[config.mk]
export PLATFORM = sky130hd
export DESIGN_NAME = data_mem_responder
export DESIGN_NICKNAME = d
export VERILOG_FILES = /design/src/rtl/data_mem_responder.sv
export SDC_FILE = /design/constraint.sdc
export NUM_CORES = 1
export LEC_CHECK = 0
export CAP_MARGIN = 20
export CORE_ASPECT_RATIO = 1.75
export CORE_MARGIN = 4
export CORE_UTILIZATION = 56
export CTS_CLUSTER_SIZE = 14
export DETAILED_ROUTE_END_ITERATION = 8
export PLACE_DENSITY = 0.76
export SYNTH_ARGS = -nofsm -noshare
export SYNTH_HDL_FRONTEND = slang
export SYNTH_SLANG_ARGS = --single-unit
[constraint.sdc]
create_clock -name clk -period 2.4 [get_ports clk]
set_input_delay 0.48 -clock clk [delete_from_list [all_inputs] [get_ports clk]]
set_output_delay 0.48 -clock clk [all_outputs]
set_load 0.005 [all_outputs]
[src/rtl/data_mem_responder.sv]
// Single-outstanding memory responder: a DEPTH x 32-bit word store answering
// valid/ready requests with a fixed LATENCY and per-response error flag.
module data_mem_responder #(
  parameter int DEPTH   = 32,
  parameter int LATENCY = 2
) (
  input  logic        clk,
  input  logic        rst,
  input  logic        req_valid,
  output logic        req_ready,
  input  logic        req_we,
  input  logic [31:0] req_addr,
  input  logic [31:0] req_wdata,
  output logic        resp_valid,
  input  logic        resp_ready,
  output logic [31:0] resp_rdata,
  output logic        resp_err,
  output logic [7:0]  txn_count,
  output logic [1:0]  dbg_state
);

  localparam int AW = (DEPTH > 1) ? $clog2(DEPTH) : 1;

  typedef enum logic [1:0] {
    IDLE = 2'd0,
    WAIT = 2'd1,
    RESP = 2'd2
  } state_t;

  state_t      state, state_nxt;
  logic [3:0]  cnt, cnt_nxt;
  logic [31:0] mem [DEPTH];
  logic [AW-1:0] idx;
  logic        accept, addr_err, resp_fire;

  // Handshakes: a transfer happens on a rising edge where valid and ready are
  // both 1; the initiator holds req_* stable until req_ready, and the
  // responder holds resp_* stable until resp_ready.
  assign req_ready  = (state == IDLE);
  assign resp_valid = (state == RESP);
  assign accept     = req_valid & req_ready;
  assign resp_fire  = resp_valid & resp_ready;
  assign idx        = req_addr[AW-1:0];
  assign addr_err   = |(req_addr >> AW);
  assign dbg_state  = state;

  always_comb begin
    state_nxt = state;
    cnt_nxt   = cnt;
    case (state)
      IDLE: begin
        if (accept) begin
          if (LATENCY == 1) begin
            state_nxt = RESP;
          end else begin
            state_nxt = WAIT;
            cnt_nxt   = 4'(LATENCY - 1);
          end
        end
      end
      WAIT: begin
        cnt_nxt = cnt - 4'd1;
        if (cnt == 4'd1) state_nxt = RESP;
      end
      RESP: begin
        if (resp_fire) state_nxt = IDLE;
      end
      default: state_nxt = IDLE;
    endcase
  end

  // Reset wins over any acceptance on the same edge, so an in-flight or
  // just-presented write never lands in memory.
  always_ff @(posedge clk) begin
    if (rst) begin
      state      <= IDLE;
      cnt        <= 4'd0;
      txn_count  <= 8'd0;
      resp_rdata <= 32'd0;
      resp_err   <= 1'b0;
      for (int i = 0; i < DEPTH; i++) mem[i] <= 32'd0;
    end else begin
      state <= state_nxt;
      cnt   <= cnt_nxt;
      if (resp_fire) txn_count <= txn_count + 8'd1;
      if (accept) begin
        resp_err   <= addr_err;
        resp_rdata <= (!req_we && !addr_err) ? mem[idx] : 32'd0;
        if (req_we && !addr_err) mem[idx] <= req_wdata;
      end
    end
  end

endmodule

# After elaboration in Yosys (flattened, before gate mapping)
# Memories as Yosys holds them, arrays and structs flattened.
# Cells that the tools add are included.
[word_totals]
reg_bits = 47
ram_bits = 1024
in_bits = 69
out_inout_bits = 45
wordCells = 42
n_memories = 1
[op_classes]
add_sub_neg = 2
eq_ne = 6
mux = 16
n_bitwise = 2
reduce_logical = 10
[mem_list]
columns = ["memory", "depth", "word_bits", "rd", "rd_ports_with_merged_regs", "write_ports", "line", "text"]
rows = [
  ["mem", 32, 32, 1, 0, 32, "32", "logic [31:0] mem [DEPTH];"],
]
[op_table]
columns = ["operator", "n"]
rows = [
  ["32-bit two-way mux", 2],
  ["32-bit OR reduction", 1],
  ["27-bit OR reduction", 1],
  ["8-bit by 1-bit adder with 8-bit output (second input constant)", 1],
  ["4-bit one-hot mux with 2 select lines", 1],
  ["1-bit two-way mux", 7],
  ["2-bit two-way mux", 3],
  ["2-bit one-hot mux with 3 select lines", 1],
  ["5-bit two-way mux", 1],
  ["4-bit by 1-bit == test with 1-bit output (second input constant)", 1],
  ["4-bit two-way mux", 1],
  ["2-bit by 1-bit != test with 1-bit output (second input constant)", 2],
  ["4-bit by 1-bit subtractor with 4-bit output (second input constant)", 1],
  ["3-bit AND reduction", 1],
  ["1-bit AND", 2],
  ["2-bit by 1-bit == test with 1-bit output (second input constant)", 1],
  ["2-bit == test (second input constant)", 1],
  ["1-bit logical AND", 2],
  ["1-bit logical NOT", 2],
  ["2-bit logical NOT", 1],
  ["2-bit != test (second input constant)", 1],
  ["2-bit AND reduction", 1],
  ["2-bit nonzero test", 1],
]

# Logic depth before layout (Yosys ltp)
[logic_depth]
word_depth = 9
depth_mapped = 9
mapped_depth_nobuf = 6

# Worst setup path after synthesis
# Ideal clock, no wire load.
[synth_path]
path_type = "input-to-reg"
startpoint = "input port req_addr[0]"
endpoint = "memory mem[12][0] (enable)"
setup_time_ns = 0.375
arrival_time_ns = 2.202
required_ns = 2.025
path_slack_ns = -0.177
cell_stages = 6
path_buffers = 2
cell_sequence = "buf_2 -> buf_4 -> nor3b_2 -> nand4b_4 -> nor2_4 -> or2_2"
[synth_lines]
columns = ["item", "line", "text"]
rows = [
  ["from (decl)", "12", "input logic [31:0] req_addr,"],
  ["to (decl)", "32", ""],
]

# Worst setup path after layout
[layout_path]
startpoint = "register state[1], in the netlist dbg_state[1]"
endpoint = "output port resp_valid"
[layout_via]
elab_chain_len = 1
[layout_rtl]
columns = ["item", "line", "text"]
rows = [
  ["from (decl)", "30", "state_t state, state_nxt;"],
  ["from (signal assigned)", "83", "state <= state_nxt;"],
  ["2-bit == test", "40", "assign resp_valid = (state == RESP);"],
  ["to (decl)", "14", "output logic resp_valid,"],
]
# No other way between the ends.

==> metrics.md <==
| Metric | Value |
|---|---|
| Outcome | completed |
| Synth warnings | 0 |
| CP required | around 1.9 ns |
| # nets final | about 3700 |
| Port bufs | ~110 |
| Clock Sinks | approximately 1100 |
| Post-Syn Area | just under 50000 sq um |
| P_leak | ~23 nW |
| Cells after Synth | about 3400 |
| # fillers | 5823 |
| Max_cap viols | 0 |
| First-pass GRT wire length | about 210000 um |
| Non-Filler Instances | 4906 |
| Clk_lat worst skew | just over 0.7 ns |
| Share of layout cells above drive strength 1 | between 10% and 20% |
| Clk buf depth | 3 |
| Hold-fix buffers, CTS | 0 |
| Clk slew on worst S/H paths | roughly 0.060 ns |
| Pwr Density | a little under 700 nW/um^2 |
| Crit path DAT | 1.84 ns |
| Most used DFF post-synth | edfxtp_1 |
| GRT Util Overall | between 30% and 40% |
| Share of the synthesized area in the top cell type | between 60% and 70% |
| DR iter-0 viols | 4161 |
| Crit Path Class | flip-flop to primary output |
| Post-detailed-route wirelength per cell | a little under 30 um |
| # H-tree levels | 3 |
| Drt drc | 0 |
| Unique masters post-synth | between 40 and 50 |
| Post-synth ARST share | 0% |
| Peak VDD IR | between 0.5 and 0.6 mV |
| Placed Cells | around 4700 |
| Synth-to-Final Area Change | 18.3% |
| First-pass detailed-route iteration total | 6 |
| Largest net degree at the start of global routing | 34 |
| Int Power | 30.5 mW |
| Reg area | approximately 32000 sq um |
| Wirelength, routed | ~140000 um |
| Post-CTS setup buffers | 0 |
| Sequential element share of the synthesized area | about 65% |
| #FFs+latches synth | about 1100 |
| Terminus of the critical flop-to-flop path | mem[17][22] |
| Hold Path Sink | txn_count[3] |
| FP Rows | about 140 |
| Die Y | between 300 and 400 um |
| Crit. End Element | primary output |
| Final Hold Vio Count | 0 |
| Fmax | 0.431 GHz |
| Sw Ratio | 22.4% |
| Total clock buffers created by CTS | between 90 and 100 |
| Register share of total power | between 50% and 60% |
| HP Start | rst |
| Psw | around 8.8 mW |
| Maximum fanout along the worst path | 10 |
| Cell area after layout | 57800 sq um |
| Die Width | 231 um |
| CTS tree | done |
| Synth cell count leaders | and2_1 (1024), edfxtp_1 (1024), mux2i_1 (374) |
| GR Overflow Total | 0 |
| Slew Viols, Final | 0 |
| Routability cong. | ~0.96 |
| Vias in the first global route | between 30000 and 40000 |
| Overall power | 39.4 mW |
| DPL Wire Length | a little under 100000 um |
| Least-Margin Pin Slew | roughly 0.55 ns |
| Initial antenna violation count | 4 |
| Number of flops mapped to enable cells by yosys | ~1000 |
| Fin crit share | between 90% and 100% |
| Final setup fails | 0 |
| Mean Syn Cell Area | between 10 and 15 sq um |
| Core Region | a little under 90000 sq um |
| RSZ-0062 raised after global routing | no |
| Worst relative slew slack | roughly 62% |
| Placed Area | 54700 sq um |
| Synth area leaders | edfxtp_1 (63%), and2_1 (13%), mux2i_1 (7.7%) |
| FF-to-FF setup slack | roughly 0.24 ns |
| Worst Hold Class | input pin to flip-flop |
| Remaining antenna violation count | 0 |
| Multi-input logic area | around 16000 sq um |
| Cell taking the most area after synthesis | edfxtp_1 |
| Die area | just over 90000 sq um |
| Final setup TNS | 0 ns |
| IO Pins | between 100 and 150 |
| Initial Util | roughly 56% |
| Skew final | 0.0258 ns |
| Via Count | 30600 |
| FF-to-FF path depth | 8 |
| Avg Vias per Cell | a little over 6 |
| Net Count, Synth | approximately 3500 |
| Worst setup SP type | flip-flop |
| Fin crit period | around 2.3 ns |
| Hold depth | 3 |
| Combinational Power Share | between 7 and 8% |
| Clk pwr share | about 39% |
| CTS root buffer | clkbuf_16 |
| RR Startpoint | dbg_state[1] |
-- worst max path at each step --
stage / startpoint / end / slack, ns / cells after the start
3_5_place_dp: req_addr[4] / mem[17][22] / -0.58 / 8
4_1_cts: dbg_state[1] / resp_valid / 0.02 / 3
3_3_place_gp: req_addr[4] / resp_rdata[1] / -0.56 / 9
6_report: dbg_state[1] / resp_valid / 0.08 / 3
2_1_floorplan: req_addr[7] / mem[12][0] / 0.02 / 6
5_1_grt: dbg_state[1] / resp_valid / 0.02 / 3
-- cells in the final DEF (no fill, tap or decap), types with 9 or more instances in the layout --
| cell type | count |
|---|---|
| a21o_1 | 32 |
| a22oi_1 | 196 |
| and2_1 | 1024 |
| buf_12 | 139 |
| buf_4 | 255 |
| clkbuf_1 | 37 |
| clkbuf_16 | 96 |
| clkbuf_8 | 9 |
| clkdlybuf4s50_1 | 110 |
| dfxtp_1 | 46 |
| edfxtp_1 | 1024 |
| mux2_2 | 17 |
| mux2i_1 | 374 |
| mux4_2 | 62 |
| nand4_1 | 35 |
| nor2_1 | 50 |
| nor2_4 | 33 |
| nor4_1 | 36 |
| o211ai_1 | 31 |
| or2_4 | 32 |
-- layout make-up --
cell class,instances,area share (%)
diodes,2,0.00867
clock buffers,142,4.61
clock inverters,33,0.656
inverters,2,0.0130
multi-input cells,1988,27.2
flip-flops and latches,1071,54.9
well taps,1160,2.51
repair buffers,508,10.1
-- metal layers --
layer  wire length (um)  track usage (%)
met4               8450             15.8
met2              72200             53.7
met1              47900             37.0
met5                 27                0
met3              13600             5.75
-- worst max-delay path: stages, from the launching register on --
cell and delay [ns]:
dfxtp_2 0.35, buf_6 0.14, nor2b_4 0.16, clkdlybuf4s50_1 0.51
-- repair_timing --
item	in CTS	in global routing
resized for setup	4	1
cloned	0	0
setup endpoints to repair	1	1
pin swaps	0	0
-- state kept, by name (all words and copies together) (netlist names) --
signal / count
dbg_state: 2
txn_count: 8
cnt: 4
resp_err: 1
resp_rdata: 32
mem: 1024
-- cell families (layout without fill, tap and decap cells) --
| family | count (synthesis) | after routing | share of synthesized area (%) |
|---|---|---|---|
| flip-flops | 1071 | 1071 | 64.9 |
| other | 0 | 2 | 0 |
| AND/OR/NAND/NOR | 1261 | 1261 | 16.6 |
| buffers and inverters | 321 | 685 | 3.36 |
| AO/OA/AOI/OAI | 264 | 264 | 4.05 |
| adder cells (fa/ha/maj) | 3 | 3 | 0.0769 |
| XOR/XNOR | 7 | 7 | 0.126 |
| multiplexers | 453 | 453 | 10.9 |
-- power groups by stage --
stage	registers, mW	logic (mW)	clock network, mW
2_1_floorplan	21.4	1.43	0
3_3_place_gp	21.5	2.93	0
3_5_place_dp	21.5	2.99	0
4_1_cts	21.1	3.00	15.3
5_1_grt	21.2	3.15	16.0
6_report	21.1	3.05	15.2
-- metrics by stage --
step,hold WS [ns],util (%),setup slack [ns]
CTS,0.234,66.7,0.0240
detailed placement,0.441,63.2,-0.579
global placement,0.446,63.2,-0.563
floorplan,0.443,-,0.0216
finish,0.278,66.7,0.0788
global route,0.297,66.7,0.0177
Power figures use the tool's default switching activity.
